## config.mk

```make
export PLATFORM = sky130hd
export DESIGN_NAME = id_ex_hazard_ctrl
export DESIGN_NICKNAME = d
export VERILOG_FILES = /design/src/rtl/id_ex_hazard_ctrl.sv
export SDC_FILE = /design/constraint.sdc
export NUM_CORES = 1
export LEC_CHECK = 0
export CORE_UTILIZATION = 51
export DETAILED_ROUTE_END_ITERATION = 8
export HOLD_SLACK_MARGIN = 0.03
export PLACE_DENSITY = 0.91
export SLEW_MARGIN = 30
export SYNTH_ARGS = -nofsm -noshare
export SYNTH_HDL_FRONTEND = slang
export SYNTH_SLANG_ARGS = --single-unit
```

## constraint.sdc

```tcl
create_clock -name Clock -period 3 [get_ports Clock]
set_input_delay 0.45 -clock Clock [delete_from_list [all_inputs] [get_ports Clock]]
set_output_delay 0.45 -clock Clock [all_outputs]
set_load 0.05 [all_outputs]
```

## src/rtl/id_ex_hazard_ctrl.sv

```systemverilog
// id_ex_hazard_ctrl: load-use stall, branch flush and EX-busy hold control for the ID/EX stage,
// with saturating debug counters for stall and flush cycles.
module id_ex_hazard_ctrl #(
    parameter int FLUSH_CYCLES = 1,
    parameter int CNT_W        = 16
) (
    input  logic             Clock,
    input  logic             Reset,
    input  logic             In_IDEX_MemRead,
    input  logic [4:0]       In_IDEX_RegRT,
    input  logic [4:0]       In_IFID_RegRS,
    input  logic [4:0]       In_IFID_RegRT,
    input  logic             In_IFID_UsesRT,
    input  logic             In_BranchTaken,
    input  logic             In_ExBusy,
    output logic             Out_PCWrite,
    output logic             Out_IFIDWrite,
    output logic             Out_IDEXWrite,
    output logic             Out_IDEXBubble,
    output logic             Out_IFIDFlush,
    output logic [1:0]       Out_State,
    output logic [CNT_W-1:0] Out_StallCount,
    output logic [CNT_W-1:0] Out_FlushCount
);
    typedef enum logic [1:0] {RUN = 2'd0, FLUSH = 2'd1, HOLD = 2'd2} state_t;
    state_t state_q, state_d;
    logic [3:0] rem_q, rem_d;
    logic [CNT_W-1:0] stall_cnt_q, flush_cnt_q;
    logic lu, stall;
    assign lu = In_IDEX_MemRead && (In_IDEX_RegRT != 5'd0) &&
                ((In_IDEX_RegRT == In_IFID_RegRS) ||
                 (In_IFID_UsesRT && (In_IDEX_RegRT == In_IFID_RegRT)));
    // HOLD with ExBusy low decodes exactly like RUN, so only FLUSH needs its own branch
    always_comb begin
        Out_PCWrite    = 1'b1;
        Out_IFIDWrite  = 1'b1;
        Out_IDEXWrite  = 1'b1;
        Out_IDEXBubble = 1'b0;
        Out_IFIDFlush  = 1'b0;
        stall          = 1'b0;
        state_d        = RUN;
        rem_d          = rem_q;
        if (state_q == FLUSH) begin
            Out_IDEXBubble = 1'b1;
            Out_IFIDFlush  = 1'b1;
            rem_d          = rem_q - 4'd1;
            state_d        = (rem_q == 4'd1) ? RUN : FLUSH;
        end else if (In_BranchTaken) begin
            Out_IDEXBubble = 1'b1;
            Out_IFIDFlush  = 1'b1;
            rem_d          = 4'(FLUSH_CYCLES - 1);
            state_d        = (FLUSH_CYCLES > 1) ? FLUSH : RUN;
        end else if (In_ExBusy) begin
            Out_PCWrite   = 1'b0;
            Out_IFIDWrite = 1'b0;
            Out_IDEXWrite = 1'b0;
            state_d       = HOLD;
        end else if (lu) begin
            Out_PCWrite    = 1'b0;
            Out_IFIDWrite  = 1'b0;
            Out_IDEXBubble = 1'b1;
            stall          = 1'b1;
        end
    end
    always_ff @(posedge Clock) begin
        if (Reset) begin
            state_q     <= RUN;
            rem_q       <= 4'd0;
            stall_cnt_q <= '0;
            flush_cnt_q <= '0;
        end else begin
            state_q     <= state_d;
            rem_q       <= rem_d;
            stall_cnt_q <= (stall && !(&stall_cnt_q)) ? stall_cnt_q + 1'b1 : stall_cnt_q;
            flush_cnt_q <= (Out_IFIDFlush && !(&flush_cnt_q)) ? flush_cnt_q + 1'b1 : flush_cnt_q;
        end
    end
    assign Out_State      = state_q;
    assign Out_StallCount = stall_cnt_q;
    assign Out_FlushCount = flush_cnt_q;
endmodule
```

# ---- Word level (Yosys, flattened, before mapping)
# Index checks and enable logic that the tools add are counted.
dict set report word_totals {
  regBits 38
  ram_bits 0
  mem_bits_ro 0
  n_memories 0
  latch_bits 0
  inputBits 21
}
dict set report op_classes {
  div 0
  shifts 0
  muxes 21
  magnitude_cmp 0
  reduce_logical 12
  n_bitwise 0
  n_mul 0
  addsub 3
  n_eq_ne 4
}
# operator count
set op_table {}
lappend op_table {{$add 16x1->16 const B} 2}
lappend op_table {{$reduce_and 16->1} 2}
lappend op_table {{$mux 1} 16}
lappend op_table {{$eq 5x5->1} 2}
lappend op_table {{$mux 4} 2}
lappend op_table {{$mux 2} 3}
lappend op_table {{$logic_and 1x1->1} 5}
lappend op_table {{$reduce_bool 5->1} 1}
lappend op_table {{$eq 4x1->1 const B} 1}
lappend op_table {{$sub 4x1->4 const B} 1}
lappend op_table {{$eq 2x1->1 const B} 1}
lappend op_table {{$logic_not 1->1} 2}
lappend op_table {{$reduce_bool 2->1} 1}
lappend op_table {{$logic_or 1x1->1} 1}

# ---- Depth between registers and ports, before layout
# Gate-level depths: netlist (run 1).
dict set report depth {
  depth_word 9
  ltp_mapped 8
  ltp_nobuf 6
}

# ---- Least setup slack after synthesis (run 1)
# OpenSTA, ideal clock, no wires.
dict set report synth_timing {
  kind {input to output}
  startpoint {input port In_IDEX_RegRT[2]}
  endpoint {output port Out_PCWrite}
  n_path_buf 3
  arrival_ns 3.056
  path_stages 8
  setup_slack_ns -0.506
  path_cell_list {xor2_1 > nor4_2 > a32oi_2 > buf_6 > clkbuf_1 > nor2_1 > o21ai_0 > buf_4}
}
dict set report synth_via {
  elab_chain_len 8
  word_cells_on_any_way 11
  cone_classes {eq/ne: 2; mux: 4; reduce/logical: 5}
}
# item line
set synth_rtl {}
lappend synth_rtl {{start, declared} 10} ;# input logic [4:0] In_IDEX_RegRT,
lappend synth_rtl {{$eq 5x5->1} 32} ;# (In_IFID_UsesRT && (In_IDEX_RegRT == In_IFID_RegRT)));
lappend synth_rtl {{$logic_and 1x1->1} 32}
lappend synth_rtl {{$logic_or 1x1->1} 31} ;# ((In_IDEX_RegRT == In_IFID_RegRS) ||
lappend synth_rtl {{$logic_and 1x1->1 (*)} 30} ;# assign lu = In_IDEX_MemRead && (In_IDEX_RegRT != 5'd0) &&
lappend synth_rtl {{$mux 1 (*) (4 in series)} n/a}
lappend synth_rtl {{end, declared} 16} ;# output logic Out_PCWrite,
# Every way passes the cells marked *; elsewhere a longest branch is shown, timed or not.

# ---- Worst setup path after layout (run 1)
dict set report layout_timing {
  startpoint {input port In_IDEX_RegRT[1]}
  endpoint {output port Out_IFIDWrite}
}
dict set report layout_via {
  elab_chain_len 8
  word_cells_on_any_way 11
  cone_classes {eq/ne: 2; mux: 4; reduce/logical: 5}
}
# item line
set layout_rtl {}
lappend layout_rtl {{$eq 5x5->1} 32}
lappend layout_rtl {{$logic_and 1x1->1} 32}
lappend layout_rtl {{$logic_or 1x1->1} 31}
lappend layout_rtl {{$logic_and 1x1->1 (*)} 30}
lappend layout_rtl {{$mux 1 (*)} 58} ;# end else if (lu) begin
lappend layout_rtl {{$mux 1 (*)} 53} ;# end else if (In_ExBusy) begin
lappend layout_rtl {{$mux 1 (*)} 48} ;# end else if (In_BranchTaken) begin
lappend layout_rtl {{$mux 1 (*)} 43} ;# if (state_q == FLUSH) begin
lappend layout_rtl {{end, declared} 17} ;# output logic Out_IFIDWrite,
# Marked as above.

==> out/metrics.csv, run 1 <==
metric,value,unit
grt_max_degree,27,
fin_setup_tns,0,ns
start_util,0.547,
holdWs,0.483,ns
placed_area,2720,sq um
p_leak,0.928,nW
drv_cap,0,
worst_setup_path_start_kind,input pin,
finalPower,1.01,mW
dp_hpwl,3650,um
grt_pass1_vias,1933,
area_delta_synth_final,36.3,%
synthSimpleGateAreaFrac,0.299,
htreeDepth,2,
skew,0.00599,ns
synth_nets,269,
cts_hold_buf,0,
synth_top_cell_by_area,dfxtp_1,
critPathTopFamily,buffers and inverters,
worstPathMaxFanout,3,
dr.first_iter.drc_count,108,
syn_area,2060,sq um
run_status,completed,
yosysSeqAreaShare,0.369,
crit_end,Out_IFIDWrite,
irDropWorstVdd,0.000272,V
synth_xor_area_frac,0.0595,
grt.overflow.total,0,
yosysTopAreaCellShare,0.369,
postSynthAreaPerCell,8.45,sq um
die_w,65.6,um
clock_path_buffers,2,
pwr-share-comb,0.135,
ys_warn_count,0,
max-slew-margin-rel,0.559,
drt-wirelength-per-cell,14.2,um
p_per_area,359,nW/um^2
fin_area,2810,sq um
clk_latency,0.29,ns
switching_share,0.254,
cp.required,2.55,ns
cp_num_buf_inv,2,
async_flop_share,0,
drive_above_1_share,0.0789,
synth_compound_area_frac,0.174,
maxSlewViolCount,0,
synth_top_family_by_area,simple AND/OR/NAND/NOR gates,
reg2reg_depth,6,
synth_top_flop_cell,dfxtp_1,
syn_inst,244,
cts_tree,yes,
synth.distinct_cells,43,
slowest_delay,0.58,ns
regToRegSetupSlack,0.60,ns
critPathCaptureType,primary output,
fp.dieArea,4300,sq um
min_period,2.88,ns
ys_top_cells_by_area,"dfxtp_1, or4_1, o31ai_1",
pwr-share-seq,0.508,
synth_edf_count,0,
rsz0062_at_grt,no,
critical_path_arrival,2.43,ns
layoutNonFillerInstCount,352,
cts_made_buffers,5,
clock_power_share,0.357,
routed-via-count,2073,
cts-root-buf,clkbuf_8,
wirelength,5010,um
path_cells,"clkdlybuf4s50_1, or4_1, o21ai_0, nor2_1, o21ai_1, buf_12",
critPathLaunch,In_IDEX_RegRT[1],
power.internal,752,uW
vias_per_cell,5.89,
rr_startpoint,Out_State[1],
cts_sinks,38,
firstDrtPassIters,4,
path_clk_slew,0.07,ns
worstSetupPathDepth,6,
nets,328,
critPathKind,in2out,
drc,0,
diodes,0,
post_cts_buffers,0,
finalCritPeriodShare,0.960,
antenna_found_initial,0,
grt_pass1_wl,8340,um
ctsResizeCount,0,
place_congestion,0.800,
pin_count,60,
synth.area.mux_share,0.0316,
grt_usage,0.249,
max_freq,347,MHz
fp.dieH,65.6,um
synth-seq-cells,38,
holdCritPathClass,reg2reg,
port_buffers,59,
hold_viol,0,
synth_adder_area_share,0.0243,
reg2reg_to,Out_StallCount[11],
cpMaxStageDelayCell,or4_1,
ant_nets,0,
setup_violations,0,
switchingPower,257,uW
num_rows,22,
dp.cells,344,
worstMarginPinSlew,0.660,ns
core,3770,sq um
through the flow:
step                setup slack, ns  utilization
floorplan                   -0.0893            -
global placement              0.214        0.721
detailed placement            0.103        0.721
CTS                           0.102        0.745
global route               0.000242        0.745
finish                        0.119        0.745
power groups by stage:
stage	clock (mW)	combinational, mW	sequential, mW
detailed placement	0	0.136	0.524
global placement	0	0.133	0.524
CTS	0.368	0.137	0.513
floorplan	0	0.0611	0.537
global route	0.390	0.145	0.513
finish	0.360	0.136	0.513
area by class of cell:
class | count | area (sq um)
multi-input combinational | 187 | 1220
fill | 279 | 961
sequential | 38 | 761
timing repair buffer | 63 | 651
clock buffer | 7 | 86.3
tap | 48 | 60.1
inverter | 8 | 30.0
clock inverter | 1 | 5.00
registers in the layout, indices dropped and copies added, names as in the netlist:
register and flops:
Out_State 2, Out_FlushCount 16, Out_StallCount 16, rem_q 4
per-layer routing:
layer / up-vias / GRT usage / part of all wire / wire length (um)
met1: 963 / 0.293 / 0.44 / 2200
met5: - / 0 / 0 / 0
met4: 0 / 0.130 / 0.018 / 91
met2: 66 / 0.423 / 0.48 / 2390
li1: 1036 / - / - / -
met3: 8 / 0.0521 / 0.067 / 333
cell usage after synthesis, types with 4 or more instances:
master,count
inv_1,8
nand2_1,14
nor2_1,22
clkbuf_1,5
o21ai_0,7
nor3_1,4
dfxtp_1,38
xor2_1,11
o31ai_1,16
and4_1,4
nand4_1,5
or4_1,18
nor4_1,4
nand3_1,14
nor2b_1,5
mux2_2,4
ha_1,4
a21oi_1,21
kinds of logic after synthesis:
logic type,Yosys count
xor+xnor,14
flops,38
fa+ha+maj,4
compound gates,55
mux,6
simple gates,108
buf+inv,19
how the worst min path moves through the flow:
stage | from | to | depth (start not counted)
finish | rem_q[3] | rem_q[3] | 1
global route | rem_q[3] | rem_q[3] | 1
CTS | rem_q[3] | rem_q[3] | 1
detailed placement | rem_q[3] | rem_q[3] | 1
global placement | rem_q[3] | rem_q[3] | 1
floorplan | rem_q[3] | rem_q[3] | 1
cell usage in the layout, fill, tap and decap left out, types with 8 or more instances in the layout:
cell type	instances
nor2_1	22
dfxtp_1	38
clkdlybuf4s50_1	56
nand2_1	14
inv_1	8
xor2_1	11
or4_1	18
o31ai_1	15
a21oi_1	21
nand3_1	14
(Power assumes the default switching activity.)
==> inputs of run 2 (changes only) <==
==> constraint.sdc (replaced) <==
create_clock -name Clock -period 3 [get_ports Clock]
set_input_delay 0.6 -clock Clock [delete_from_list [all_inputs] [get_ports Clock]]
set_output_delay 0.6 -clock Clock [all_outputs]
set_load 0.05 [all_outputs]
==> run 2 against run 1 <==
Die area is the same. Critical path depth grew 2. Design area grew 1.1%. Hold slack gained 0.0025 ns. Routed wire length is 1.1% lower. Power down 2.9%. Utilization rose by 0.80 points. Sequential cell count is the same. Global-route usage shrank 0.64 points. First-iteration DRC count up 16%. Final cell count grew 0.85%.
==> out/metrics.csv, run 2 (synthesis gave the netlist of run 1 again) <==
metric,value,unit,change
switching_share,0.254,,-0.000713
cts_made_buffers,5,,unchanged
met2_length,2460,um,+3.2%
max_freq,349,MHz,+0.42%
vias_per_cell,5.89,,about the same
fin_area,2840,sq um,+1.1%
drv_cap,0,,unchanged
crit_end,Out_IFIDWrite,,
placed_area,2760,sq um,+1.7%
cts_sinks,38,,unchanged
ant_nets,0,,unchanged
place_congestion,0.781,,-2.4%
slowest_delay,0.50,ns,-0.08 ns
skew,0.00552,ns,-0.000469 ns
drive_above_1_share,0.0945,,+0.0155
cpMaxStageDelayCell,clkdlybuf4s50_1,,
run_status,completed,,
finalCritPeriodShare,0.956,,-0.00401
pwr-share-seq,0.523,,+0.015
p_leak,0.941,nW,+1.4%
switchingPower,248,uW,-3.2%
worst_setup_path_start_kind,input pin,,
setup_violations,0,,unchanged
rsz0062_at_grt,no,,
antenna_found_initial,0,,unchanged
cp.required,2.40,ns,-0.15 ns
core,3770,sq um,unchanged
clock_path_buffers,2,,unchanged
p_per_area,345,nW/um^2,-3.9%
pwr-share-comb,0.146,,+0.011
critPathKind,in2out,,
worstMarginPinSlew,0.544,ns,-0.115 ns
num_rows,22,,unchanged
critical_path_arrival,2.27,ns,-0.16 ns
critPathCaptureType,primary output,,
cts-root-buf,clkbuf_8,,
pin_count,60,,unchanged
grt.overflow.total,0,,unchanged
regToRegSetupSlack,0.64,ns,+0.04 ns
grt_max_degree,42,,+56%
path_cells,"clkdlybuf4s50_1, buf_4, xor2_1, nor4_2, a32oi_2, nor2_1, o21ai_4, buf_12",,
die_w,65.6,um,unchanged
wl_met3,431,um,+29%
grt_pass1_vias,1848,,-4.4%
fp.dieH,65.6,um,unchanged
nets,332,,+1.2%
worstPathMaxFanout,3,,unchanged
critPathLaunch,In_IDEX_RegRT[1],,
dr.first_iter.drc_count,125,,+16%
irDropWorstVdd,0.000293,V,+7.9%
area_delta_synth_final,37.7,%,
clk_latency,0.29,ns,about the same
final_common_cell,clkdlybuf4s50_1,,
drt-wirelength-per-cell,13.9,um,-1.9%
path_clk_slew,0.07,ns,about the same
maxSlewViolCount,0,,unchanged
met1_length,2010,um,-8.3%
hold_viol,0,,unchanged
cts_tree,yes,,
start_util,0.547,,unchanged
firstDrtPassIters,4,,unchanged
holdWs,0.485,ns,+0.00246 ns
layout_common_cells,"clkdlybuf4s50_1, dfxtp_1, nor2_1, a21oi_1, or4_1",,
wirelength,4950,um,-1.1%
dp_hpwl,3600,um,-1.4%
fp.dieArea,4300,sq um,unchanged
reg2reg_depth,6,,unchanged
max-slew-margin-rel,0.636,,+0.0773
reg2reg_to,Out_FlushCount[1],,
port_buffers,59,,unchanged
holdCritPathClass,reg2reg,,
drc,0,,unchanged
grt_usage,0.243,,-0.00641
top_layer,met4,,
power.internal,731,uW,-2.8%
htreeDepth,2,,unchanged
routed-via-count,2091,,+0.87%
clock_power_share,0.331,,-0.026
grt_pass1_wl,8160,um,-2.1%
diodes,0,,unchanged
min_period,2.87,ns,-0.0120 ns
rr_startpoint,Out_FlushCount[0],,
-- run 2: cell count changes in the layout (fill, tap and decap cells not counted), sizes merged --
cell	delta
clkinv	-1
clkdlybuf4s50	-2
buf	+6
-- run 2: cell type report --
class                      count  area [sq um]
clock buffer                   7          76.3
fill                         287           931
inverter                       8          30.0
multi-input combinational    187          1240
sequential                    38           761
tap                           48          60.1
timing repair buffer          67           676
-- run 2: per-stage QoR --
| step | total power, mW | worst slack (ns) | TNS [ns] | util | std cells |
|---|---|---|---|---|---|
| final | 0.979 | 0.131 | 0 | 0.753 | 355 |
| after global routing | 1.03 | 0.0452 | 0 | 0.753 | 355 |
| after CTS | 0.989 | 0.0994 | 0 | 0.753 | 355 |
| after detailed placement | 0.667 | 0.116 | 0 | 0.733 | 348 |
| after global placement | 0.664 | 0.115 | 0 | 0.733 | 348 |
| after floorplan | 0.600 | -0.00337 | -0.00337 | - | 244 |
-- run 2: worst min path at each step --
| stage | startpoint | to | slack [ns] | depth (start not counted) |
|---|---|---|---|---|
| 2_1_floorplan | rem_q[3] | rem_q[3] | 0.45 | 1 |
| 3_3_place_gp | rem_q[3] | rem_q[3] | 0.47 | 1 |
| 3_5_place_dp | rem_q[3] | rem_q[3] | 0.48 | 1 |
| 4_1_cts | rem_q[3] | rem_q[3] | 0.49 | 1 |
| 5_1_grt | rem_q[3] | rem_q[3] | 0.51 | 1 |
| 6_report | rem_q[3] | rem_q[3] | 0.49 | 1 |
-- run 2: worst max-delay path: cells and delay by family --
family,cells,cell delay [ns]
xor+xnor,1,0.17
simple gates,2,0.19
buf+inv,3,0.79
compound gates,2,0.52
-- run 2: timing repair --
action | CTS | global route
gates resized for setup | 0 | 1
setup buffers | 0 | 0
hold buffers | 0 | 0
hold endpoints to repair | 0 | 0
endpoints found under the setup margin | 0 | 2
-- run 2: power groups by stage --
stage	sequential [mW]	combinational (mW)	clock, mW
5_1_grt	0.513	0.152	0.362
4_1_cts	0.512	0.144	0.333
6_report	0.513	0.142	0.324
3_3_place_gp	0.524	0.140	0
2_1_floorplan	0.537	0.0635	0
3_5_place_dp	0.524	0.143	0
-- run 2: metal layers --
| layer | vias up | GRT usage |
|---|---|---|
| met1 | 955 | 0.285 |
| met3 | 6 | 0.0642 |
| met2 | 78 | 0.429 |
| met4 | 0 | 0.0707 |
| met5 | - | 0 |
| li1 | 1052 | - |
